<file path="src/rtl/irq_seq_gen.sv">
// rtl/irq_seq_gen.sv - table-driven multi-channel interrupt stimulus sequencer
`timescale 1ns/1ps
module irq_seq_gen #(
  parameter int NUM_IRQ = 4,
  parameter int DEPTH   = 16,
  parameter int DLY_W   = 16,
  parameter int CNT_W   = 16
) (
  input  logic                       clk,
  input  logic                       resetn,
  input  logic                       cfg_we,
  input  logic [$clog2(DEPTH)-1:0]   cfg_addr,
  input  logic [DLY_W-1:0]           cfg_dly,
  input  logic [NUM_IRQ-1:0]         cfg_val,
  input  logic                       cfg_last,
  input  logic                       start,
  input  logic                       stop,
  input  logic                       loop_en,
  input  logic [NUM_IRQ-1:0]         irq_mode,
  input  logic [NUM_IRQ-1:0]         irq_ack,
  input  logic                       cnt_clr,
  output logic [NUM_IRQ-1:0]         irq,
  output logic                       busy,
  output logic                       done,
  output logic [$clog2(DEPTH)-1:0]   entry_idx,
  output logic [NUM_IRQ*CNT_W-1:0]   rise_cnt
);
  localparam int AW = $clog2(DEPTH);

  typedef enum logic {IDLE, RUN} state_t;

  state_t               state_q;
  logic [AW-1:0]        entry_idx_q;
  logic [DLY_W-1:0]     timer_q;
  logic [NUM_IRQ-1:0]   irq_q;
  logic                 busy_q;
  logic                 done_q;

  logic [DLY_W-1:0]     tbl_dly_q [DEPTH];
  logic [NUM_IRQ-1:0]   tbl_val_q [DEPTH];
  logic [DEPTH-1:0]     tbl_last_q;

  logic [NUM_IRQ-1:0]   irq_prev_q;
  logic [NUM_IRQ*CNT_W-1:0] cnt_q;

  logic [NUM_IRQ-1:0]   cur_val;
  logic                 cur_last;
  logic [NUM_IRQ-1:0]   irq_hold_d;
  logic [NUM_IRQ-1:0]   irq_apply_d;
  logic [AW-1:0]        next_idx;

  // Entry being played; the final table slot always terminates the sequence.
  assign cur_val  = tbl_val_q[entry_idx_q];
  assign cur_last = tbl_last_q[entry_idx_q] || (entry_idx_q == AW'(DEPTH - 1));
  assign next_idx = entry_idx_q + AW'(1);

  // Latched channels drop on ack; level channels ignore ack.
  assign irq_hold_d  = irq_q & ~(irq_ack & irq_mode);
  // On apply, latched channels OR in the pattern (set beats ack), level channels copy it.
  assign irq_apply_d = (irq_mode & (irq_hold_d | cur_val)) | (~irq_mode & cur_val);

  // Table storage: writable only while idle so playback never sees a torn entry.
  always_ff @(posedge clk) begin
    if (!resetn) begin
      for (int i = 0; i < DEPTH; i++) begin
        tbl_dly_q[i] <= '0;
        tbl_val_q[i] <= '0;
      end
      tbl_last_q <= '0;
    end else if (cfg_we && (state_q == IDLE)) begin
      tbl_dly_q[cfg_addr]  <= cfg_dly;
      tbl_val_q[cfg_addr]  <= cfg_val;
      tbl_last_q[cfg_addr] <= cfg_last;
    end
  end

  // Playback FSM with registered irq/busy/done/entry_idx outputs.
  always_ff @(posedge clk) begin
    if (!resetn) begin
      state_q     <= IDLE;
      entry_idx_q <= '0;
      timer_q     <= '0;
      irq_q       <= '0;
      busy_q      <= 1'b0;
      done_q      <= 1'b0;
    end else begin
      done_q <= 1'b0;
      case (state_q)
        IDLE: begin
          irq_q <= irq_hold_d;
          if (start && !stop) begin
            state_q     <= RUN;
            entry_idx_q <= '0;
            timer_q     <= tbl_dly_q[0];
            busy_q      <= 1'b1;
          end
        end
        RUN: begin
          if (stop) begin
            state_q <= IDLE;
            irq_q   <= '0;
            busy_q  <= 1'b0;
          end else if (timer_q != '0) begin
            timer_q <= timer_q - DLY_W'(1);
            irq_q   <= irq_hold_d;
          end else begin
            irq_q <= irq_apply_d;
            if (!cur_last) begin
              entry_idx_q <= next_idx;
              timer_q     <= tbl_dly_q[next_idx];
            end else if (loop_en) begin
              entry_idx_q <= '0;
              timer_q     <= tbl_dly_q[0];
            end else begin
              state_q <= IDLE;
              busy_q  <= 1'b0;
              done_q  <= 1'b1;
            end
          end
        end
        default: state_q <= IDLE;
      endcase
    end
  end

  // Saturating per-channel rising-edge counters driven from the registered irq lines.
  always_ff @(posedge clk) begin
    if (!resetn) begin
      irq_prev_q <= '0;
      cnt_q      <= '0;
    end else begin
      irq_prev_q <= irq_q;
      for (int i = 0; i < NUM_IRQ; i++) begin
        if (cnt_clr) begin
          cnt_q[i*CNT_W +: CNT_W] <= '0;
        end else if (irq_q[i] && !irq_prev_q[i] &&
                     (cnt_q[i*CNT_W +: CNT_W] != {CNT_W{1'b1}})) begin
          cnt_q[i*CNT_W +: CNT_W] <= cnt_q[i*CNT_W +: CNT_W] + CNT_W'(1);
        end
      end
    end
  end

  assign irq       = irq_q;
  assign busy      = busy_q;
  assign done      = done_q;
  assign entry_idx = entry_idx_q;
  assign rise_cnt  = cnt_q;

endmodule

</file>
<file path="config.mk">
export PLATFORM = sky130hd
export DESIGN_NAME = irq_seq_gen
export DESIGN_NICKNAME = d
export VERILOG_FILES = /design/src/rtl/irq_seq_gen.sv
export SDC_FILE = /design/constraint.sdc
export NUM_CORES = 1
export LEC_CHECK = 0
export ABC_AREA = 1
export CELL_PAD_IN_SITES_DETAIL_PLACEMENT = 0
export CELL_PAD_IN_SITES_GLOBAL_PLACEMENT = 1
export CORE_UTILIZATION = 45
export DETAILED_ROUTE_END_ITERATION = 8
export PLACE_DENSITY_LB_ADDON = 0.1
export SLEW_MARGIN = 15
export SYNTH_ARGS = -nofsm -noshare
export SYNTH_HDL_FRONTEND = slang
export SYNTH_SLANG_ARGS = --single-unit
</file>
<file path="constraint.sdc">
create_clock -name clk -period 3.35 [get_ports clk]
set_input_delay 0.67 -clock clk [delete_from_list [all_inputs] [get_ports clk]]
set_output_delay 0.67 -clock clk [all_outputs]
set_load 0.02 [all_outputs]
</file>
Word-level counts from Yosys, hierarchy flattened. Memories as Yosys holds them, arrays and structs flattened. A register that Yosys moved wholly into a read port is not among the register bits. Cells that the tools add are included.

Register bits after elaboration: 111. Memory bits (writable): 320. Input port bits: 40. Output and inout bits: 74. Word-level logic and storage cells: 117. Memories kept: 2.

Memory list: tbl_dly_q (depth 16, bits a word 16, read ports 2, clocked after memory_dff 0, wr ports 16, line 39) `logic [DLY_W-1:0] tbl_dly_q [DEPTH];`; tbl_val_q (depth 16, bits a word 4, read ports 1, clocked after memory_dff 1, wr ports 16, line 40) `logic [NUM_IRQ-1:0] tbl_val_q [DEPTH];`.

Add/subtract/negate cells: 6. $lt $le $gt $ge: 3. Equality and inequality tests: 13. Mux-type cells: 45. Bitwise gates (word level): 11. Reductions and logical operators: 25.

Operators by type and width (number): $mux W16 (6); $add A16 B1 Y16 const B (4); $ne A16 B16 Y1 const B (4); $mux W4 (12); $pmux W16 S2 (1); $mux W1 (19); $and A4 B4 Y4 (4); $bwmux W16 (1); $pmux W4 S2 (2); $reduce_bool A16 Y1 (1); $reduce_or A16 Y1 (1); $sub A16 B1 Y16 const B (1); $logic_and A1 B1 Y1 (11); $lt A4 B5 Y1 const B (2); $ne A3 B3 Y1 const B (3); $not A4 Y4 (2); $or A4 B4 Y4 (2); $reduce_and A4 Y1 (2); $logic_not A1 Y1 (5); $reduce_or A5 Y1 (1); $add A4 B1 Y4 const B (1); $bmux W1 S4 (1); $demux W1 S4 (1); $eq A4 B4 Y1 const B (1); other kinds (11) (15).

Longest topological paths before layout.
Depth in word-level cells: 9. Depth in mapped cells: 16.

Worst setup path after synthesis. No wires, ideal clock.

Kind: in2reg. Start: in cfg_we. End: mem tbl_dly_q[11][0], enable pin. Setup time: 427 ps. Arrival time: 2427 ps. Data required time: 2923 ps. Slack: 496 ps. Cell stages on the path: 4. Path buffers: 0. Cell sequence: nand2_1 -> inv_1 -> nand2_1 -> o21ai_0.

RTL lines: from (decl) (line 11) `input logic cfg_we,`; to (decl) (line 39).

Final worst setup path.
Start: reg entry_idx_q[0] (netlist: entry_idx[0]). End: reg timer_q[11].

Longest elaborated chain between the ends: 7. Elaborated cells between the ends (all ways): 12. Classes of those cells: add/sub: 1; eq/ne: 2; mux: 6; reduce/logical: 2; memory: 1.

RTL lines: from (decl) (line 33) `logic [AW-1:0] entry_idx_q;`; from (signal assigned) (line 109) `entry_idx_q <= next_idx;`; parallel branches: the longest is 7 deep, another holds $mem_v2 Z16 W16; to (signal assigned) (line 104) `timer_q <= timer_q - DLY_W'(1);`; to (signal assigned) (line 110) `timer_q <= tbl_dly_q[next_idx];`; to (signal assigned) (line 113) `timer_q <= tbl_dly_q[0];`; to (decl) (line 34) `logic [DLY_W-1:0] timer_q;`.

Several ways; the timed one is not identified. The select of a mux whose other input is x is not followed. A chain may end at the register's enable or synchronous reset.

==> results.sh <==
export IMPL_clock_path_buffers=3
export IMPL_final_setup_skew_ns=0.0225
export IMPL_die_height_microns=215
export IMPL_cp_max_fo=19
export IMPL_cts_buffers=49
export IMPL_worst_slew_pin_transition_ns=1.19
export IMPL_pwr_density_cell_nw_per_um2=534
export IMPL_yosysMostFrequentCell="sky130_fd_sc_hd__nor2_1"
export IMPL_first_global_vias=15500
export IMPL_fmax_ghz=0.354
export IMPL_worst_r2r_startpoint="entry_idx[0]"
export IMPL_setup_violations=0
export IMPL_netlist_area_leader_share_pct=47.0
export IMPL_cts_htree_levels=2
export IMPL_register_bit_count_reported_by_yosys=435
export IMPL_path_common_cell="sky130_fd_sc_hd__nand2_1"
export IMPL_syn_mean_instance_area_sq_um=8.85
export IMPL_numPlacedInstances=2929
export IMPL_worst_path_cell_trace="ha_4 > xnor2_2 > o211ai_1 > nand3_1 > nand3_1 > nand2_1 > nand2_1 > nand2_1 > a21oi_1"
export IMPL_drt_pass1_iter_count=5
export IMPL_fin_crit_sh_pct=84.3
export IMPL_core_rowCount=77
export IMPL_synth_top_cells_by_area="sky130_fd_sc_hd__edfxtp_1, sky130_fd_sc_hd__dfxtp_1, sky130_fd_sc_hd__nor2_1"
export IMPL_maximum_vdd_drop_mv=0.432
export IMPL_cap_viol_max_count=0
export IMPL_period_minus_slack_ns=2.82
export IMPL_resized_gates_after_cts=0
export IMPL_maximum_number_of_pins_on_one_net_before_global_route_repair=138
export IMPL_timing_critical_path_to_type="flop"
export IMPL_synth_cell_area_sq_um=20500
export IMPL_clk_transition_reported_paths_ns=0.07
export IMPL_drv_slew=0
export IMPL_yosys_area_top_type="sky130_fd_sc_hd__edfxtp_1"
export IMPL_outcome="complete, no violations"
export IMPL_power_total_w=0.0127
export IMPL_finalWirelength_microns=59900
export IMPL_timing_worst_setup_path_type="reg -> reg"
export IMPL_flow_area_growth_from_synthesis_pct=15.8
export IMPL_slowest_cell_delay_on_critical_path_ns=0.90
export IMPL_cts_tree="done"
export IMPL_boundaryPins=114
export IMPL_initial_utilization_pct=46.0
export IMPL_critical_path_required_ns=3.80
export IMPL_postSynthNetCount=2359
export IMPL_postCtsSetupBuffers=0
export IMPL_gp_congestion=0.864
export IMPL_clock_sinks=435
export IMPL_timing_critical_path_slowest_stage_cell="sky130_fd_sc_hd__xnor2_2"
export IMPL_seq_area_frac_synth_pct=58.2
export IMPL_die_w_microns=215
export IMPL_route_detailed_vias_per_inst=5.43
export IMPL_gr_total_overflow=0
export IMPL_count_of_flip_flops_with_a_built_in_enable_after_synthesis=320
export IMPL_final_cell_count_no_fill=3020
export IMPL_cp_num_buf_inv=0
export IMPL_critPathTopFamily="XOR/XNOR gates"
export IMPL_die_area_sq_um=46300
export IMPL_clk_latency_ns=0.59
export IMPL_totalNegativeSetupSlack_ns=0
export IMPL_maxSlewHeadroom_pct=20.3
export IMPL_critical_r2r_capture="timer_q[11]"
export IMPL_synthesis_yosys_warnings=0
export IMPL_netlist_instances=2312
export IMPL_avgRoutedWirePerCell_microns=19.8
export IMPL_synth_async_sr_flop_share_pct=0
export IMPL_holdCritPathClass="reg -> reg"
export IMPL_hold_buffers=0
export IMPL_num_vias=16400
export IMPL_reg2reg_depth=9
export IMPL_holdPathEnd="timer_q[1]"
export IMPL_leakage_nw=8.87
export IMPL_whs_path_depth=2
export IMPL_n_antenna_cell=0
export IMPL_buffer_ports_inserted=113
export IMPL_postRouteAntennaNets=0
export IMPL_hold_viol_final=0
export IMPL_synth_flop_cell="sky130_fd_sc_hd__edfxtp_1"
export IMPL_cp_data_arrival_time_ns=3.28
export IMPL_grt_pass1_wl_microns=91700
export IMPL_startpoint_type="flop"
export IMPL_design_final_nets=2435
export IMPL_drtIter0Drc=1606
export IMPL_core_area_sq_um=44500
export IMPL_clk_root_buffer_cell="sky130_fd_sc_hd__clkbuf_16"
export IMPL_grt_setup_unrepaired="no"
export IMPL_grt_antenna_before_repair=2
export IMPL_track_usage_pct=25.8
export IMPL_remaining_drc_errors=0
export IMPL_detailed_place_hpwl_microns=38200
export IMPL_synth_cells_most_frequent="sky130_fd_sc_hd__nor2_1, sky130_fd_sc_hd__edfxtp_1, sky130_fd_sc_hd__nand2_1"
export IMPL_yosysUniqueCellTypes=38
export IMPL_drive_gt1_share_pct=5.93
export IMPL_hold_path_startpoint="timer_q[1]"
export IMPL_setup_reg_to_reg_worst_slack_ns=0.53
-- worst reg2reg max path, stage by stage, from the launching register on --
cell,delay [ns]
sky130_fd_sc_hd__dfxtp_4,0.44
sky130_fd_sc_hd__ha_4,0.22
sky130_fd_sc_hd__xnor2_2,0.90
sky130_fd_sc_hd__o211ai_1,0.37
sky130_fd_sc_hd__nand3_1,0.31
sky130_fd_sc_hd__nand3_1,0.18
sky130_fd_sc_hd__nand2_1,0.11
sky130_fd_sc_hd__nand2_1,0.05
sky130_fd_sc_hd__nand2_1,0.06
sky130_fd_sc_hd__a21oi_1,0.05
-- where the power goes --
group	leakage (nW)	internal [W]	total, W	switching (W)
clock	0.723	0.00296	0.00513	0.00217
combinational	3.95	0.000445	0.00147	0.00103
sequential	4.20	0.00596	0.00605	0.0000914
-- final cells by class --
cell class	instances	area [sq um]
Clock inverter	18	158
Sequential cell	435	11900
Inverter	196	738
Fill cell	4158	20800
Tap cell	592	741
Multi-Input combinational cell	1538	7210
Timing Repair Buffer	168	1580
Clock buffer	73	1360
-- cells by family after synthesis --
| kind of cell | Yosys count | synth area share, % |
|---|---|---|
| multiplexers | 16 | 0.783 |
| XOR/XNOR | 25 | 1.14 |
| AO/OA/AOI/OAI | 429 | 11.6 |
| flip-flops | 435 | 58.2 |
| buffers and inverters | 339 | 6.70 |
| adder cells (fa/ha/maj) | 7 | 0.428 |
| AND/OR/NAND/NOR | 1061 | 21.1 |
-- layer usage --
layer	up-vias	track usage (%)	wire length, microns
li1	7930	-	-
met2	512	40.6	27300
met3	75	5.69	4470
met4	2	6.41	1170
met1	7876	36.1	26900
met5	-	0	13
-- worst max path at each step --
stage,start,endpoint,slack [ns],cells after the start
after global routing,entry_idx[0],timer_q[14],0.44,14
after CTS,entry_idx[0],timer_q[11],0.60,9
after detailed placement,cfg_addr[1],tbl_dly_q[2][12],0.59,7
final,entry_idx[0],timer_q[11],0.53,9
after floorplan,cfg_we,tbl_dly_q[11][0],0.50,4
after global placement,cfg_addr[1],tbl_last_q[2],0.62,7
-- sequential cells by signal (all words and copies together), names as in the netlist, named ones only --
register / flops
busy: 1
done: 1
entry_idx: 4
irq: 4
irq_prev_q: 4
rise_cnt: 64
state_q: 1
tbl_dly_q: 256
tbl_last_q: 16
tbl_val_q: 64
timer_q: 16
-- placed cells by master (no fill, tap or decap), types with 4 or more instances in the layout --
cell type / netlist / layout
sky130_fd_sc_hd__clkbuf_1: 95 / 20
sky130_fd_sc_hd__clkdlybuf4s50_1: 0 / 112
sky130_fd_sc_hd__nor3_1: 35 / 35
sky130_fd_sc_hd__dfxtp_1: 115 / 113
sky130_fd_sc_hd__nor2_1: 587 / 586
sky130_fd_sc_hd__o21a_1: 4 / 4
sky130_fd_sc_hd__mux2i_1: 16 / 16
sky130_fd_sc_hd__clkbuf_16: 0 / 49
sky130_fd_sc_hd__xnor2_1: 10 / 9
sky130_fd_sc_hd__nor4_1: 9 / 9
sky130_fd_sc_hd__o211ai_1: 67 / 67
sky130_fd_sc_hd__o21ai_0: 210 / 209
sky130_fd_sc_hd__nand4_1: 21 / 21
sky130_fd_sc_hd__xor2_1: 13 / 12
sky130_fd_sc_hd__a21oi_1: 128 / 128
sky130_fd_sc_hd__inv_1: 195 / 195
sky130_fd_sc_hd__clkinv_2: 0 / 5
sky130_fd_sc_hd__edfxtp_1: 320 / 320
sky130_fd_sc_hd__clkinvlp_4: 0 / 4
sky130_fd_sc_hd__o22ai_1: 8 / 8
sky130_fd_sc_hd__clkbuf_8: 0 / 4
sky130_fd_sc_hd__nand2_1: 265 / 265
sky130_fd_sc_hd__nand3_1: 130 / 130
sky130_fd_sc_hd__ha_1: 7 / 6
sky130_fd_sc_hd__buf_4: 8 / 52
-- per-stage QoR --
stage          instance area, sq um  hold WS, ns  util [%]  worst slack (ns)
2_1_floorplan                 20500        0.443         -             0.496
3_3_place_gp                  22200        0.454      49.8             0.625
3_5_place_dp                  22200        0.455      49.8             0.591
4_1_cts                       23700        0.468      53.2             0.596
5_1_grt                       23700        0.486      53.2             0.435
6_report                      23700        0.468      53.2             0.527
Power figures use the tool's default switching activity.
